**config.mk**
```make
export PLATFORM = sky130hd
export DESIGN_NAME = ram_access_unit
export DESIGN_NICKNAME = d
export VERILOG_FILES = /design/src/rtl/ram_access_unit.sv
export SDC_FILE = /design/constraint.sdc
export NUM_CORES = 1
export LEC_CHECK = 0
export ABC_AREA = 1
export CAP_MARGIN = 0
export CORE_ASPECT_RATIO = 1.25
export CORE_UTILIZATION = 25
export DETAILED_ROUTE_END_ITERATION = 16
export DONT_BUFFER_PORTS = 1
export GPL_TIMING_DRIVEN = 1
export PLACE_DENSITY_LB_ADDON = 0.3
export SLEW_MARGIN = 25
export SYNTH_ARGS = -nofsm -noshare
export SYNTH_HDL_FRONTEND = slang
export SYNTH_SLANG_ARGS = --single-unit
```
**constraint.sdc**
```tcl
create_clock -name clk -period 3.3 [get_ports clk]
set_input_delay 0.66 -clock clk [delete_from_list [all_inputs] [get_ports clk]]
set_output_delay 0.66 -clock clk [all_outputs]
set_load 0.05 [all_outputs]
```
**src/rtl/ram_access_unit.sv**
```systemverilog
// Load/store front end for the 8192x32 byte-lane RAM: request decode, lane selects,
// registered-read capture with align/extend, and a one-entry response register.
//
// state   | meaning
// --------+--------------------------------------------------------------
// IDLE    | ready for a request when the response slot is free or draining
// RD_WAIT | load issued last cycle; capture ram_dout into the response slot
module ram_access_unit #(
  parameter int ADDR_W = 15,
  parameter int RAM_AW = 13
) (
  input  logic              clk,
  input  logic              reset,
  input  logic              req_valid,
  output logic              req_ready,
  input  logic [ADDR_W-1:0] req_addr,
  input  logic              req_rnw,
  input  logic [1:0]        req_size,
  input  logic              req_signed,
  input  logic [31:0]       req_wdata,
  output logic              rsp_valid,
  input  logic              rsp_ready,
  output logic [31:0]       rsp_rdata,
  output logic              rsp_err,
  output logic [RAM_AW-1:0] ram_address,
  output logic [31:0]       ram_din,
  output logic              ram_rnw,
  output logic [3:0]        ram_cs_b,
  input  logic [31:0]       ram_dout
);

  typedef enum logic {IDLE, RD_WAIT} state_t;

  state_t      state, state_nxt;
  logic        accept;
  logic        legal;
  logic [3:0]  lane_cs_b;
  logic [1:0]  ld_size;
  logic [1:0]  ld_off;
  logic        ld_signed;
  logic        ld_start;
  logic [7:0]  ld_byte;
  logic [15:0] ld_half;
  logic [31:0] ld_data;

  assign req_ready = (state == IDLE) && (!rsp_valid || rsp_ready) && !reset;
  assign accept    = req_valid && req_ready;
  assign ld_start  = accept && legal && req_rnw;

  assign ram_address = req_addr[ADDR_W-1:2];

  always_comb begin
    legal     = 1'b0;
    lane_cs_b = 4'hF;
    ram_din   = req_wdata;
    case (req_size)
      2'b00: begin
        legal     = 1'b1;
        lane_cs_b = ~(4'b0001 << req_addr[1:0]);
        ram_din   = {4{req_wdata[7:0]}};
      end
      2'b01: begin
        legal     = !req_addr[0];
        lane_cs_b = req_addr[1] ? 4'b0011 : 4'b1100;
        ram_din   = {2{req_wdata[15:0]}};
      end
      2'b10: begin
        legal     = (req_addr[1:0] == 2'b00);
        lane_cs_b = 4'h0;
      end
      default: legal = 1'b0;
    endcase
  end

  // Illegal requests still handshake but never touch the RAM.
  assign ram_cs_b = (accept && legal) ? lane_cs_b : 4'hF;
  assign ram_rnw  = !(accept && legal && !req_rnw);

  always_comb begin
    state_nxt = state;
    case (state)
      IDLE:    if (ld_start) state_nxt = RD_WAIT;
      RD_WAIT: state_nxt = IDLE;
      default: state_nxt = IDLE;
    endcase
  end

  always_comb begin
    ld_byte = ram_dout[{ld_off, 3'b000} +: 8];
    ld_half = ram_dout[{ld_off[1], 4'b0000} +: 16];
    case (ld_size)
      2'b00:   ld_data = {{24{ld_signed & ld_byte[7]}}, ld_byte};
      2'b01:   ld_data = {{16{ld_signed & ld_half[15]}}, ld_half};
      default: ld_data = ram_dout;
    endcase
  end

  always_ff @(posedge clk or posedge reset) begin
    if (reset) begin
      state     <= IDLE;
      ld_size   <= 2'b00;
      ld_off    <= 2'b00;
      ld_signed <= 1'b0;
      rsp_valid <= 1'b0;
      rsp_rdata <= 32'h0;
      rsp_err   <= 1'b0;
    end else begin
      state <= state_nxt;
      if (ld_start) begin
        ld_size   <= req_size;
        ld_off    <= req_addr[1:0];
        ld_signed <= req_signed;
      end
      // A load only starts once the slot frees, so RD_WAIT can always load it.
      if (state == RD_WAIT) begin
        rsp_valid <= 1'b1;
        rsp_err   <= 1'b0;
        rsp_rdata <= ld_data;
      end else if (accept && !(legal && req_rnw)) begin
        rsp_valid <= 1'b1;
        rsp_err   <= !legal;
        rsp_rdata <= 32'h0;
      end else if (rsp_ready) begin
        rsp_valid <= 1'b0;
      end
    end
  end

endmodule

```
Yosys cells after proc, flatten, opt, wreduce, memory -nomap -nowiden
Index checks and enable logic that the tools add are counted.

operators by class
  eq/ne operators = 3
  reductions and logical operators = 21
  mux-type cells = 15
  bitwise logic cells = 4
  shift-type cells = 3

operator list
  kind                   number
  $pmux W32 S2           2
  $mux W32               2
  $shiftx A32 B6 Y16     1
  $shiftx A32 B6 Y8      1
  $pmux W4 S3            1
  $logic_and A1 B1 Y1    8
  $mux W4                2
  $logic_not A1 Y1       7
  $logic_not A2 Y1       3
  $mux W1                6
  $eq A2 B1 Y1 const B   2
  $not A4 Y4             1
  $shl A1 B2 Y4 const A  1
  $pmux W1 S3            1
  $reduce_bool A3 Y1     1
  $and A1 B1 Y1          2
  $eq A2 B2 Y1 const B   1
  $pmux W1 S2            1
  $reduce_bool A2 Y1     1
  $logic_or A1 B1 Y1     1
  $not A1 Y1             1

word-level totals
  input bits = 87
  output and inout bits = 85
  logic and storage cells = 53
  bits in registers = 40

Logic depth before layout (Yosys ltp)
  depth after elaboration = 9
  mapped depth = 11
  mapped depth without buffers = 9

Worst setup path before layout
OpenSTA, ideal clock, no wires.

  path kind = input to output
  start = input port reset
  end = output port ram_cs_b[1]
  cell stages on the path = 4
  data arrival time = 2.786 ns
  required time = 2.640 ns
  setup slack = -0.146 ns
  path through = inv_1 nand3_1 nor3_4 o2111ai_1

between the ends
  word-level cells in the longest chain between the ends = 5

RTL lines
  element                     RTL line  RTL
  start, declared             13        input logic reset,
  $logic_not A1 Y1 (no line)  -
  $logic_and A1 B1 Y1         46        assign req_ready = (state == IDLE) && (!rsp_valid || rsp_ready) && !reset;
  $logic_and A1 B1 Y1         47        assign accept = req_valid && req_ready;
  $logic_and A1 B1 Y1         76        assign ram_cs_b = (accept && legal) ? lane_cs_b : 4'hF;
  $mux W4                     76
  end, declared               28        output logic [3:0] ram_cs_b,

No other way between the ends.

Worst setup path in the final report
  start = register rsp_valid
  end = output port ram_cs_b[1]

between the ends
  word-level cells in the longest chain between the ends = 7

RTL lines
  element                            RTL line  RTL
  start, declared                    21        output logic rsp_valid,
  start signal, assigned             104       rsp_valid <= 1'b0;
  start signal, assigned             116       rsp_valid <= 1'b1;
  start signal, assigned             120       rsp_valid <= 1'b1;
  $logic_not A1 Y1                   46
  $logic_or A1 B1 Y1                 46
  $logic_and A1 B1 Y1 (2 in series)  46
  $logic_and A1 B1 Y1                47
  $logic_and A1 B1 Y1                76
  $mux W4                            76

No other way between the ends.

==> results.yml <==
outcome:
  status: "finished, final reports clean"
drt:
  ant_nets: 0
  vias_per_cell: 4.817
  via_count: 2731
  drt_iter0_markers: 107
  routedWlPerCell_um: 15.66
  wl_um: 8877
  drc_errors: 0
  drtPass1Iterations: 4
critical_path:
  crit_path_end_kind: "output pin"
  r2r-end: "rsp_rdata[22]"
  rrSetupSlack_ns: 1.03
  worst-setup-path-type: "register to output pin"
  path_max_fanout: 8
  r2r_cells: 9
  cp-start-kind: "register"
  r2r_start: "ld_size[1]"
  critPathArrivalTime_ns: 2.00
  required_ns: 2.64
logic_synthesis:
  synth_warnings: 0
  async_flop_share: 1.000
  synth_cells: 444
  ys.flop_type: "dfrtp_1"
  synth_seq_cells: 40
  synth_sequential_area_ratio: 0.3562
  netlist_area_mm2: 0.002810
  syn_nets: 531
  synth_edf_count: 0
  ys_types: 26
  avgSynthCellArea_um2: 6.329
timing:
  hold_viol: 0
  slew_headroom: 0.4744
  setup_viol: 0
  rsz0062_at_grt: "false"
  fin_tns_setup_ns: 0
  drv_slew: 0
  final.min_clock_period_ns: 2.657
  max_slew.worst_pin.slew_ns: 0.7884
  fin_worst_skew_ns: 0.005017
  fin_crit_sh: 0.8051
  maxClockFrequency_ghz: 0.3764
floorplan:
  rows: 42
  die_width_um: 96.83
  pin_count: 172
  core_area_mm2: 0.01077
  dieArea_mm2: 0.01167
  start_util: 0.2609
  die_h_um: 120.5
clock_network:
  htree_levels: 2
  clockBufferDepth: 2
  numCtsBuffers: 5
  clock_sinks: 40
  cts_tree: "built"
  clockRootBuffer: "clkbuf_16"
  cts_resized: 0
  ctsHoldBuffers: 0
  clk_latency_ns: 0.29
  clkSlewWorstSetupHoldPaths_ns: 0.05
  cts_setup_buffers: 0
layout:
  layout_common_cells: "nand2_1, dfrtp_1, nor2_1"
  syn_to_final_growth_pct: 8.638
  final_common_cell: "nand2_1"
  fin_nets: 522
  diodes: 0
  drive_above_1_share: 0.1034
global_route:
  grt_pass1_wl_um: 14120
  grt_pass1_vias: 2773
  antenna_found_initial: 0
  grt_max_degree: 41
  overflow: 0
  track_usage: 0.1572
worst_hold_path:
  hold_path_class: "primary input to async pin"
power:
  p_total_w: 0.001865
  p_leak_nw: 1.700
  p_per_area_mw_per_mm2: 610.8
  vdd_drop_max_mv: 0.1990
flow_run:
  cap_violations: 0
place:
  gp_congestion: 0.8983
  dpl.hpwl_um: 7008
  io_buffers: 0
[power breakdown]
part	total, W	switching [W]	internal [W]
sequential	0.000816	0.000266	0.000550
clock	0.000505	0.000188	0.000317
combinational	0.000543	0.000386	0.000158
[per-stage QoR]
stage	area, µm²	cells	util	hold WS, ns	worst slack [ns]
after floorplan	2814	444	-	0.4858	0.3636
after global placement	2900	560	0.2692	0.5157	0.9290
after detailed placement	2900	560	0.2692	0.5179	0.8983
after CTS	3053	567	0.2834	0.4435	0.6009
after global routing	3053	567	0.2834	0.4823	0.5055
final	3053	567	0.2834	0.4395	0.6433
[worst max-delay path: stages (launching register included)]
cell and delay (ns):
dfrtp_1 0.56, nand2_1 0.18, nand3_1 0.21, nor3_4 0.37
o2111ai_1 0.17, buf_4 0.22
[cell families after synthesis]
group | synth area share
AO/OA/AOI/OAI | 0.08415
AND/OR/NAND/NOR | 0.4292
buffers and inverters | 0.1305
flip-flops | 0.3562
[cells in the mapped netlist (2+ instances only)]
cell type	instances	share of area
nand2_1	227	0.30
dfrtp_1	40	0.36
nor2_1	35	0.047
buf_4	25	0.067
inv_1	25	0.033
nand3_1	23	0.041
o21ai_0	18	0.032
a21oi_1	10	0.018
clkbuf_1	8	0.011
o211ai_1	7	0.019
buf_2	3	0.0053
inv_2	3	0.0040
buf_1	2	0.0027
nand2_2	2	0.0045
nand2_4	2	0.0080
nor2_2	2	0.0045
o2111ai_1	2	0.0062
o21ai_1	2	0.0036
[worst max path at each step]
| stage | from | endpoint | cells past startpoint |
|---|---|---|---|
| 2_1_floorplan | reset | ram_cs_b[1] | 4 |
| 3_5_place_dp | rsp_ready | ram_cs_b[1] | 6 |
| 4_1_cts | rsp_valid | ram_cs_b[1] | 5 |
| 3_3_place_gp | rsp_ready | ram_cs_b[1] | 6 |
| 5_1_grt | rsp_valid | ram_cs_b[1] | 5 |
| 6_report | rsp_valid | ram_cs_b[1] | 5 |
[layer usage]
layer / track usage / wire length (µm) / up-vias
li1: - / - / 1332
met1: 0.1483 / 3115 / 1226
met2: 0.2905 / 4504 / 150
met3: 0.05896 / 851 / 23
met4: 0.08862 / 406 / 0
met5: 0 / 0 / -
[registers in the layout, indices dropped and copies added (netlist names)]
register and cells:
ld_off 2, rsp_err 1, rsp_valid 1, rsp_rdata 32, ld_signed 1, state 1
ld_size 2
[cell type report]
cell class                      instances  area (µm²)
Fill cell                            1191        7720
Timing Repair Buffer                   23       172.7
Sequential cell                        40        1001
Inverter                               30       118.9
Tap cell                              132       165.2
Multi-Input combinational cell        335        1443
Clock buffer                            7       152.6
Note: power is estimated with default switching activity, not from simulation.
